--- src/rtl/mem_sync_arbiter.sv ---
// mem_sync_arbiter: shares one single-port synchronous RAM between two requesters
// with a registered round-robin owner FSM and a bounded burst length.
module mem_sync_arbiter #(
    parameter int AW        = 8,
    parameter int DW        = 16,
    parameter int MAX_BURST = 4
) (
    input  logic          clk,
    input  logic          rst_n,
    input  logic          req0_i,
    input  logic          req1_i,
    input  logic          we0_i,
    input  logic          we1_i,
    input  logic [AW-1:0] addr0_i,
    input  logic [AW-1:0] addr1_i,
    input  logic [DW-1:0] wdata0_i,
    input  logic [DW-1:0] wdata1_i,
    output logic          gnt0_o,
    output logic          gnt1_o,
    output logic          rvalid0_o,
    output logic          rvalid1_o,
    output logic [DW-1:0] rdata0_o,
    output logic [DW-1:0] rdata1_o,
    output logic [AW-1:0] mem_address_o,
    output logic [DW-1:0] mem_wd_o,
    output logic          mem_wen_o,
    input  logic [DW-1:0] mem_rd_i
);
    localparam int CW = (MAX_BURST > 1) ? $clog2(MAX_BURST) : 1;
    localparam logic [CW-1:0] LAST = CW'(MAX_BURST - 1);

    typedef enum logic [1:0] {IDLE, OWN0, OWN1} state_e;

    state_e        state_q, state_d;
    logic          rr_q, rr_d;
    logic [CW-1:0] cnt_q, cnt_d;
    logic          rvalid0_q, rvalid1_q;
    logic          own1, req_own, req_oth;

    always_ff @(posedge clk or negedge rst_n) begin
        if (!rst_n) begin
            state_q   <= IDLE;
            rr_q      <= 1'b0;
            cnt_q     <= '0;
            rvalid0_q <= 1'b0;
            rvalid1_q <= 1'b0;
        end else begin
            state_q   <= state_d;
            rr_q      <= rr_d;
            cnt_q     <= cnt_d;
            rvalid0_q <= gnt0_o & ~we0_i;
            rvalid1_q <= gnt1_o & ~we1_i;
        end
    end

    assign own1    = (state_q == OWN1);
    assign req_own = own1 ? req1_i : req0_i;
    assign req_oth = own1 ? req0_i : req1_i;

    // Leaving an owner state always resets the burst and points rr_ptr away from the one just served.
    always_comb begin
        state_d = state_q;
        cnt_d   = cnt_q;
        rr_d    = rr_q;
        if (state_q == IDLE) begin
            state_d = (req0_i & req1_i) ? (rr_q ? OWN1 : OWN0) :
                      req0_i ? OWN0 : req1_i ? OWN1 : IDLE;
        end else if (req_own & ~(req_oth & (cnt_q == LAST))) begin
            cnt_d = (cnt_q == LAST) ? cnt_q : cnt_q + 1'b1;
        end else begin
            state_d = req_oth ? (own1 ? OWN0 : OWN1) : IDLE;
            cnt_d   = '0;
            rr_d    = ~own1;
        end
    end

    always_comb begin
        gnt0_o        = (state_q == OWN0) & req0_i;
        gnt1_o        = (state_q == OWN1) & req1_i;
        mem_wen_o     = (gnt0_o & we0_i) | (gnt1_o & we1_i);
        mem_address_o = own1 ? addr1_i : (state_q == OWN0) ? addr0_i : '0;
        mem_wd_o      = own1 ? wdata1_i : (state_q == OWN0) ? wdata0_i : '0;
    end

    assign rvalid0_o = rvalid0_q;
    assign rvalid1_o = rvalid1_q;
    assign rdata0_o  = mem_rd_i;
    assign rdata1_o  = mem_rd_i;
endmodule

--- config.mk ---
export PLATFORM = sky130hd
export DESIGN_NAME = mem_sync_arbiter
export DESIGN_NICKNAME = d
export VERILOG_FILES = /design/src/rtl/mem_sync_arbiter.sv
export SDC_FILE = /design/constraint.sdc
export NUM_CORES = 1
export LEC_CHECK = 0
export ABC_CLOCK_PERIOD_IN_PS = 1500
export CAP_MARGIN = 20
export CORE_MARGIN = 4
export CORE_UTILIZATION = 24
export DETAILED_ROUTE_END_ITERATION = 6
export MAX_ROUTING_LAYER = met4
export PLACE_DENSITY = 0.91
export REMOVE_ABC_BUFFERS = 1
export SLEW_MARGIN = 20
export SYNTH_ARGS = -nofsm -noshare
export SYNTH_HDL_FRONTEND = slang
export SYNTH_SLANG_ARGS = --single-unit
--- constraint.sdc ---
create_clock -name clk -period 1.5 [get_ports clk]
set_clock_uncertainty 0.1 [all_clocks]
set_input_delay 0.225 -clock clk [delete_from_list [all_inputs] [get_ports clk]]
set_output_delay 0.225 -clock clk [all_outputs]
set_load 0.02 [all_outputs]
After elaboration in Yosys (flattened, before gate mapping)
Index checks and enable logic that the tools add are counted.

cells by class
  add/sub/neg operators = 1
  equal/unequal tests = 5
  multiplexer cells = 16
  bitwise logic cells = 16
  reduce and logical (&&, ||, !) cells = 3

operators by type and width
  kind                                                                   count
  16-bit 2-to-1 mux                                                      2
  2-bit 2-to-1 mux                                                       10
  8-bit 2-to-1 mux                                                       2
  1-bit bitwise AND                                                      9
  1-bit inverter                                                         6
  2-bit equality test, second input constant                             2
  2-bit != test, second input constant                                   2
  2-bit AND reduction                                                    2
  2-bit by 1-bit adder with 2-bit output, second input constant          1
  2-bit by 1-bit equality test with 1-bit output, second input constant  1
  2-bit logical NOT                                                      1
  1-bit 2-to-1 mux                                                       2
  1-bit bitwise OR                                                       1

word-level totals
  bits in registers = 7
  output and inout bits = 61

Depth between registers and ports, before layout
Gate-level depths: netlist (run 1).

  depth in word-level cells = 7
  mapped depth = 5
  gate-level depth less buffers = 4

Worst setup path after synthesis (run 1)
No wires, ideal clock.

  path kind = reg-to-output
  start point = register state_q[0]
  end point = output mem_wen_o
  data arrival time = 1.272 ns
  slack = -0.097 ns
  stages on the path, launching flop included = 4
  path buffers = 0
  cells stage by stage = dfrtp_1 > inv_2 > nor3_2 > a22o_1

on the way
  longest elaborated chain between the ends = 4
  elaborated cells between the ends (all ways) = 7
  classes of those cells = eq/ne (2); bitwise (5)

RTL lines
  item                                            line  RTL
  start: declaration                              34    state_e state_q, state_d;
  start signal: assignment                        48    state_q <= state_d;
  2-bit by 1-bit equality test with 1-bit output  78    gnt0_o = (state_q == OWN0) & req0_i;
  1-bit bitwise AND                               78
  net gnt0_o                                      18    output logic gnt0_o,
  1-bit bitwise AND                               80    mem_wen_o = (gnt0_o & we0_i) | (gnt1_o & we1_i);
  1-bit bitwise OR                                80
  end: declaration                                26    output logic mem_wen_o,

The timed path passes the listed nets, and every way through them passes these cells.

Worst setup path after layout (run 1)
  start point = register state_q[0]
  end point = output mem_wd_o[3]

on the way
  longest elaborated chain between the ends = 3
  elaborated cells between the ends (all ways) = 4
  classes of those cells = eq/ne (2); mux (2)

RTL lines
  item                                            line  RTL
  2-bit by 1-bit equality test with 1-bit output  82    mem_wd_o = own1 ? wdata1_i : (state_q == OWN0) ? wdata0_i : '0;
  16-bit 2-to-1 mux                               82
  16-bit 2-to-1 mux *                             82
  end: declaration                                25    output logic [DW-1:0] mem_wd_o,

Every way passes the cells marked *; elsewhere a longest branch is shown, timed or not.

==> flow_metrics.env, run 1 <==
export IMPL_antennaDiodeCount=0
export IMPL_final_cell_mix="clkdlybuf4s50_1, buf_6, a22o_1, buf_4, dfrtp_1"
export IMPL_grt_pass1_vias=1124
export IMPL_ys_seq_area_share_pct=18.74
export IMPL_setup_viol=26
export IMPL_vias=1026
export IMPL_cts_buffer_depth=2
export IMPL_coreArea_sq_um=3716
export IMPL_leakagePower_nw=0.7837
export IMPL_start_util_pct=25.15
export IMPL_nets=239
export IMPL_dr_pass1_iters=4
export IMPL_yosysWarningCount=0
export IMPL_fin_ws_ns=-0.1502
export IMPL_place_congestion=0.7369
export IMPL_cts_buffers=3
export IMPL_endpoint_kind="primary output"
export IMPL_reg2reg_depth=6
export IMPL_syn_area_per_cell_sq_um=9.163
export IMPL_overflow=0
export IMPL_critPathBufInv=2
export IMPL_outcome="complete, but fails checks"
export IMPL_io_pins=131
export IMPL_path_cells="nor2b_4 -> buf_12 -> a22o_1 -> buf_6"
export IMPL_drc=0
export IMPL_crit_path_start_kind="register"
export IMPL_max_stage_delay_ns=0.44
export IMPL_dieWidth_microns=70.41
export IMPL_cts_root_buf="clkbuf_8"
export IMPL_grt_setup_unrepaired="yes"
export IMPL_layout_commonest_cell="clkdlybuf4s50_1"
export IMPL_die_y_microns=70.41
export IMPL_cts_sinks=7
export IMPL_arrival_ns=1.33
export IMPL_cp_slowest_cell="dfrtp_2"
export IMPL_antenna_found_initial=0
export IMPL_synth_area_sq_um=934.6
export IMPL_tns_ns=-3.454
export IMPL_crit_fanout=12
export IMPL_ir_drop_v=0.0003832
export IMPL_synth_seq_cells=7
export IMPL_min_period_ns=1.650
export IMPL_clk_insertion_delay_late_ns=0.23
export IMPL_rr_startpoint="state_q[0]"
export IMPL_post_drt_wl_per_cell_microns=17.09
export IMPL_area_delta_synth_final_pct=92.24
export IMPL_dp_cells=206
export IMPL_crit_type="reg2out"
export IMPL_htreeDepth=1
export IMPL_routed_wl_mm=3.674
export IMPL_hold_path_class="in2async"
export IMPL_layout_drive_gt1_share_pct=35.33
export IMPL_grt_pass1_wl_mm=5.382
export IMPL_stdcell_count=215
export IMPL_p_per_area_nw_per_um2=926.9
export IMPL_dp_hpwl_mm=2.955
export IMPL_max_freq_mhz=606.0
export IMPL_finalHoldViolations=0
export IMPL_initialDrtViolationCount=28
export IMPL_synthDistinctLibCells=25
export IMPL_path_delay_family="flip-flops"
export IMPL_netlist_instances=102
export IMPL_grt_usage_pct=14.04
export IMPL_worst_pin_slew_ns=0.3210
export IMPL_clk_pin_slew_ns=0.05
export IMPL_r2r_slack_ns=0.02
export IMPL_dieArea_sq_um=4957
export IMPL_cts_tree="built"
export IMPL_slew_headroom_pct=78.54
export IMPL_ant_nets=0
export IMPL_grt_max_degree=14
export IMPL_reg2reg_to="cnt_q[0]"
export IMPL_period_share_pct=110.0
export IMPL_n_fill_cell=351
export IMPL_via_per_inst=4.772
export IMPL_violations="setup timing"
export IMPL_crit_required_ns=1.17
export IMPL_portBuffers=82
export IMPL_core_rowCount=22
export IMPL_final_max_slew_violation_count=0
export IMPL_maxCapViolCount=0
[synthesized netlist by cell type]
library cell	n	share of area (%)
a21boi_0	2	1.6
o21ai_1	2	1.1
o31ai_1	1	0.80
buf_6	6	7.2
nor4_1	1	0.67
nor3_2	1	1.1
nor2_1	1	0.40
o21ai_0	3	1.6
nand2_1	2	0.80
and2_4	1	0.94
nor2b_1	2	1.3
dfrtp_1	7	19
inv_2	1	0.40
a22o_1	25	23
nor2b_4	1	1.5
o21ba_2	1	1.1
a22oi_1	3	2.4
buf_4	32	26
ha_1	1	1.3
mux2i_1	2	2.1
nor2_8	1	2.1
a211oi_1	1	0.80
o21a_1	1	0.80
inv_1	3	1.2
nor3b_1	1	0.80
[flip-flops by register name (all words and copies together) (netlist names)]
name       flops
rr_q           1
state_q        2
cnt_q          2
rvalid0_o      1
rvalid1_o      1
[layer usage]
| layer | wire length, microns | up-vias | part of all wire (%) | track usage [%] |
|---|---|---|---|---|
| met5 | 0 | - | 0 | - |
| met2 | 1925 | 81 | 52 | 23.80 |
| met4 | 34 | 0 | 0.93 | 3.830 |
| li1 | - | 473 | - | - |
| met1 | 1271 | 470 | 35 | 14.36 |
| met3 | 443 | 2 | 12 | 6.906 |
[worst register-to-register path, cell delays in order (launching register included)]
cell and delay, ns:
dfrtp_2 0.44, buf_4 0.14, buf_4 0.13, buf_4 0.13, o21ba_2 0.22, mux2i_1 0.13
o21ai_1 0.07
[area by class of cell]
type                            instances  area (sq um)  share of cell area, %
Timing Repair Buffer                   99          1036                  57.66
Sequential cell                         7         176.4                  9.819
Multi-Input combinational cell         53         461.7                  25.70
Tap cell                               48         60.06                  3.343
Inverter                                4         17.52                 0.9749
Clock buffer                            4         45.04                  2.507
[through the flow]
stage | power (mW) | util (%) | hold slack [ns] | instance area (sq um) | setup slack, ns
2_1_floorplan | 0.7315 | - | -0.1706 | 626.9 | -0.3464
5_1_grt | 1.756 | 48.35 | 0.1936 | 1797 | -0.1986
3_5_place_dp | 1.286 | 44.34 | 0.3502 | 1648 | -0.5020
6_report | 1.665 | 48.35 | 0.1592 | 1797 | -0.1502
4_1_cts | 1.610 | 46.77 | 0.1681 | 1738 | -0.1517
3_3_place_gp | 1.270 | 44.34 | 0.3502 | 1648 | -0.4577
[where the power goes]
part	total, mW	leakage (nW)	internal, mW	switching (mW)
logic	1.12	0.672	0.640	0.479
registers	0.274	0.0885	0.232	0.0421
clock network	0.272	0.0228	0.185	0.0880
total	1.67	0.784	1.06	0.609
[worst max-delay path by stage]
stage                    start      endpoint  slack, ns  depth (start not counted)
floorplan           state_q[1]     mem_wen_o      -0.35                          3
detailed placement      req0_i     mem_wen_o      -0.50                          5
finish              state_q[0]   mem_wd_o[3]      -0.15                          4
global route        state_q[0]  mem_wd_o[11]      -0.20                          4
CTS                 state_q[0]  mem_wd_o[11]      -0.15                          4
global placement        req0_i     mem_wen_o      -0.46                          5
[cells by family (layout without fill, tap and decap cells)]
logic type / Yosys count / after routing / share of synthesized area [%]
buffers and inverters: 42 / 107 / 34.54
AO/OA/AOI/OAI: 39 / 39 / 33.60
AND/OR/NAND/NOR: 11 / 11 / 9.639
flip-flops: 7 / 7 / 18.74
multiplexers: 2 / 2 / 2.142
adder cells (fa/ha/maj): 1 / 1 / 1.338
[repair_timing]
item | in CTS | in global routing
endpoints found under the hold margin | 0 | 0
hold buffers | 0 | 0
resized for setup | 162 | 12
buffers inserted | 2 | 3
pin swaps | 0 | 3
endpoints found under the setup margin | 27 | 31
No activity file was read; power rests on OpenSTA's default activity.
==> run 2, diff against run 1 <==
--- a/config.mk
+++ b/config.mk
@@ -5,13 +5,14 @@
 export SDC_FILE = /design/constraint.sdc
 export NUM_CORES = 1
 export LEC_CHECK = 0
-export ABC_CLOCK_PERIOD_IN_PS = 1500
+export ABC_CLOCK_PERIOD_IN_PS = 1400
 export CAP_MARGIN = 20
 export CORE_MARGIN = 4
-export CORE_UTILIZATION = 24
+export CORE_UTILIZATION = 22
 export DETAILED_ROUTE_END_ITERATION = 6
+export GPL_ROUTABILITY_DRIVEN = 0
 export MAX_ROUTING_LAYER = met4
-export PLACE_DENSITY = 0.91
+export PLACE_DENSITY = 0.89
 export REMOVE_ABC_BUFFERS = 1
 export SLEW_MARGIN = 20
 export SYNTH_ARGS = -nofsm -noshare
==> constraint.sdc (replaced) <==
create_clock -name clk -period 1.4 [get_ports clk]
set_clock_uncertainty 0.1 [all_clocks]
set_input_delay 0.21 -clock clk [delete_from_list [all_inputs] [get_ports clk]]
set_output_delay 0.21 -clock clk [all_outputs]
set_load 0.02 [all_outputs]
==> flow_metrics.env, run 2 (synthesis results as in run 1) <==
export IMPL_p_per_area_nw_per_um2=999.4
export IMPL_arrival_ns=1.36
export IMPL_overflow=0
export IMPL_crit_type="reg2out"
export IMPL_ir_drop_v=0.0002942
export IMPL_cts_sinks=7
export IMPL_slew_headroom_pct=77.54
export IMPL_path_delay_family="buffers and inverters"
export IMPL_multi_input_area_sq_um=485.5
export IMPL_crit_start="state_q[0]"
export IMPL_nets=235
export IMPL_finalHoldViolations=0
export IMPL_leakagePower_nw=0.7811
export IMPL_cp_slowest_cell="dfrtp_1"
export IMPL_setup_viol=29
export IMPL_max_freq_mhz=598.8
export IMPL_cts_hold_buffers_added=0
export IMPL_cts_tree="built"
export IMPL_period_share_pct=119.3
export IMPL_path_cells="inv_2 -> nor2_8 -> buf_12 -> a22o_4 -> buf_6"
export IMPL_vias=1020
export IMPL_cts_root_buf="clkbuf_8"
export IMPL_rr_startpoint="state_q[1]"
export IMPL_dp_hpwl_mm=2.930
export IMPL_crit_fanout=12
export IMPL_core_rowCount=23
export IMPL_grt_pass1_vias=1067
export IMPL_layout_drive_gt1_share_pct=34.97
export IMPL_ant_nets=0
export IMPL_grt_usage_pct=13.13
export IMPL_grt_pass1_wl_mm=5.264
export IMPL_utilization_pct=43.82
export IMPL_area_delta_synth_final_pct=90.23
export IMPL_reg_top3="cnt_q (2), state_q (2)"
export IMPL_violations="setup timing"
export IMPL_cts_buffers=3
export IMPL_grt_setup_unrepaired="yes"
export IMPL_n_fill_cell=375
export IMPL_final_cell_mix="clkdlybuf4s50_1, buf_6, a22o_1, buf_4, dfrtp_1"
export IMPL_fin_ws_ns=-0.2701
export IMPL_grt_max_degree=26
export IMPL_antenna_found_initial=0
export IMPL_crit_required_ns=1.09
export IMPL_dieWidth_microns=73.18
export IMPL_io_pins=131
export IMPL_dpl_cell_area_sq_um=1625
export IMPL_crit_path_start_kind="register"
export IMPL_hold_path_class="in2async"
export IMPL_drc=0
export IMPL_post_drt_wl_per_cell_microns=17.80
export IMPL_endpoint_kind="primary output"
export IMPL_start_util_pct=23.03
export IMPL_worst_pin_slew_ns=0.3359
export IMPL_via_per_inst=4.789
export IMPL_dieArea_sq_um=5355
export IMPL_max_stage_delay_ns=0.42
export IMPL_initialDrtViolationCount=36
export IMPL_critPathBufInv=3
export IMPL_p_total_mw=1.777
export IMPL_routed_wl_mm=3.792
export IMPL_antennaDiodeCount=0
export IMPL_stdcell_area_sq_um=1778
export IMPL_clk_insertion_delay_late_ns=0.23
export IMPL_min_period_ns=1.670
export IMPL_cts_buffer_depth=2
export IMPL_portBuffers=82
export IMPL_dr_pass1_iters=4
export IMPL_seq_area_sq_um=175.2
export IMPL_coreArea_sq_um=4058
export IMPL_final_max_slew_violation_count=0
export IMPL_maxCapViolCount=0
export IMPL_layout_commonest_cell="clkdlybuf4s50_1"
export IMPL_outcome="complete, but fails checks"
export IMPL_htreeDepth=1
export IMPL_clk_pin_slew_ns=0.04
export IMPL_die_y_microns=73.18
run 2: changes by cell type in the layout (fill, tap and decap cells not counted), sizes merged:
| cell | change |
|---|---|
| buf | -4 |
| clkdlybuf4s50 | -2 |
| dlygate4sd2 | +2 |
run 2: stage by stage:
step	cells	setup WS (ns)	TNS, ns	hold slack (ns)
6_report	213	-0.2701	-6.200	0.1476
3_3_place_gp	208	-0.5975	-11.87	0.3202
4_1_cts	213	-0.2600	-6.220	0.1455
2_1_floorplan	64	-0.4314	-7.195	-0.1856
5_1_grt	213	-0.3102	-7.756	0.1614
3_5_place_dp	208	-0.6199	-12.62	0.3202
run 2: worst register-to-register path, stage by stage, from the launching register on:
cell     delay [ns]
dfrtp_1        0.39
nor2b_4        0.20
buf_12         0.18
buf_6          0.12
mux2i_4        0.22
o21ai_1        0.09
run 2: final timing paths:
| check | end | slack [ns] | cells past startpoint |
|---|---|---|---|
| min in group clk | rdata1_o[11] | 0.32 | 0 |
| worst max-delay path | mem_address_o[6] | -0.27 | 5 |
| worst min register to register | cnt_q[1] | 0.45 | 2 |
| max in group asynchronous | state_q[0] | 0.81 | 1 |
| worst min-delay path | state_q[1] | 0.15 | 1 |
| worst max register to register | cnt_q[0] | -0.03 | 5 |
run 2: final cells by class:
class                           count  area share, %
Tap cell                           50          3.519
Sequential cell                     7          9.852
Timing Repair Buffer               95          55.95
Multi-Input combinational cell     53          27.30
Inverter                            4         0.8445
Clock buffer                        4          2.533
run 2: repair_timing:
action,4_1_cts,5_1_grt
cloned,1,0
setup buffers,0,0
pin swaps,3,7
setup endpoints to repair,33,32
gates resized for setup,171,7
run 2: metal layers:
layer | share of wire (%) | vias up | track usage [%]
li1 | - | 463 | -
met1 | 36 | 475 | 13.85
met2 | 49 | 75 | 19.96
met3 | 14 | 7 | 7.989
met4 | 1.6 | 0 | 4.918
met5 | 0 | - | -
run 2: power breakdown:
part	internal, mW	switching, mW
clock	0.198	0.0939
combinational	0.670	0.522
sequential	0.248	0.0458
total	1.12	0.662
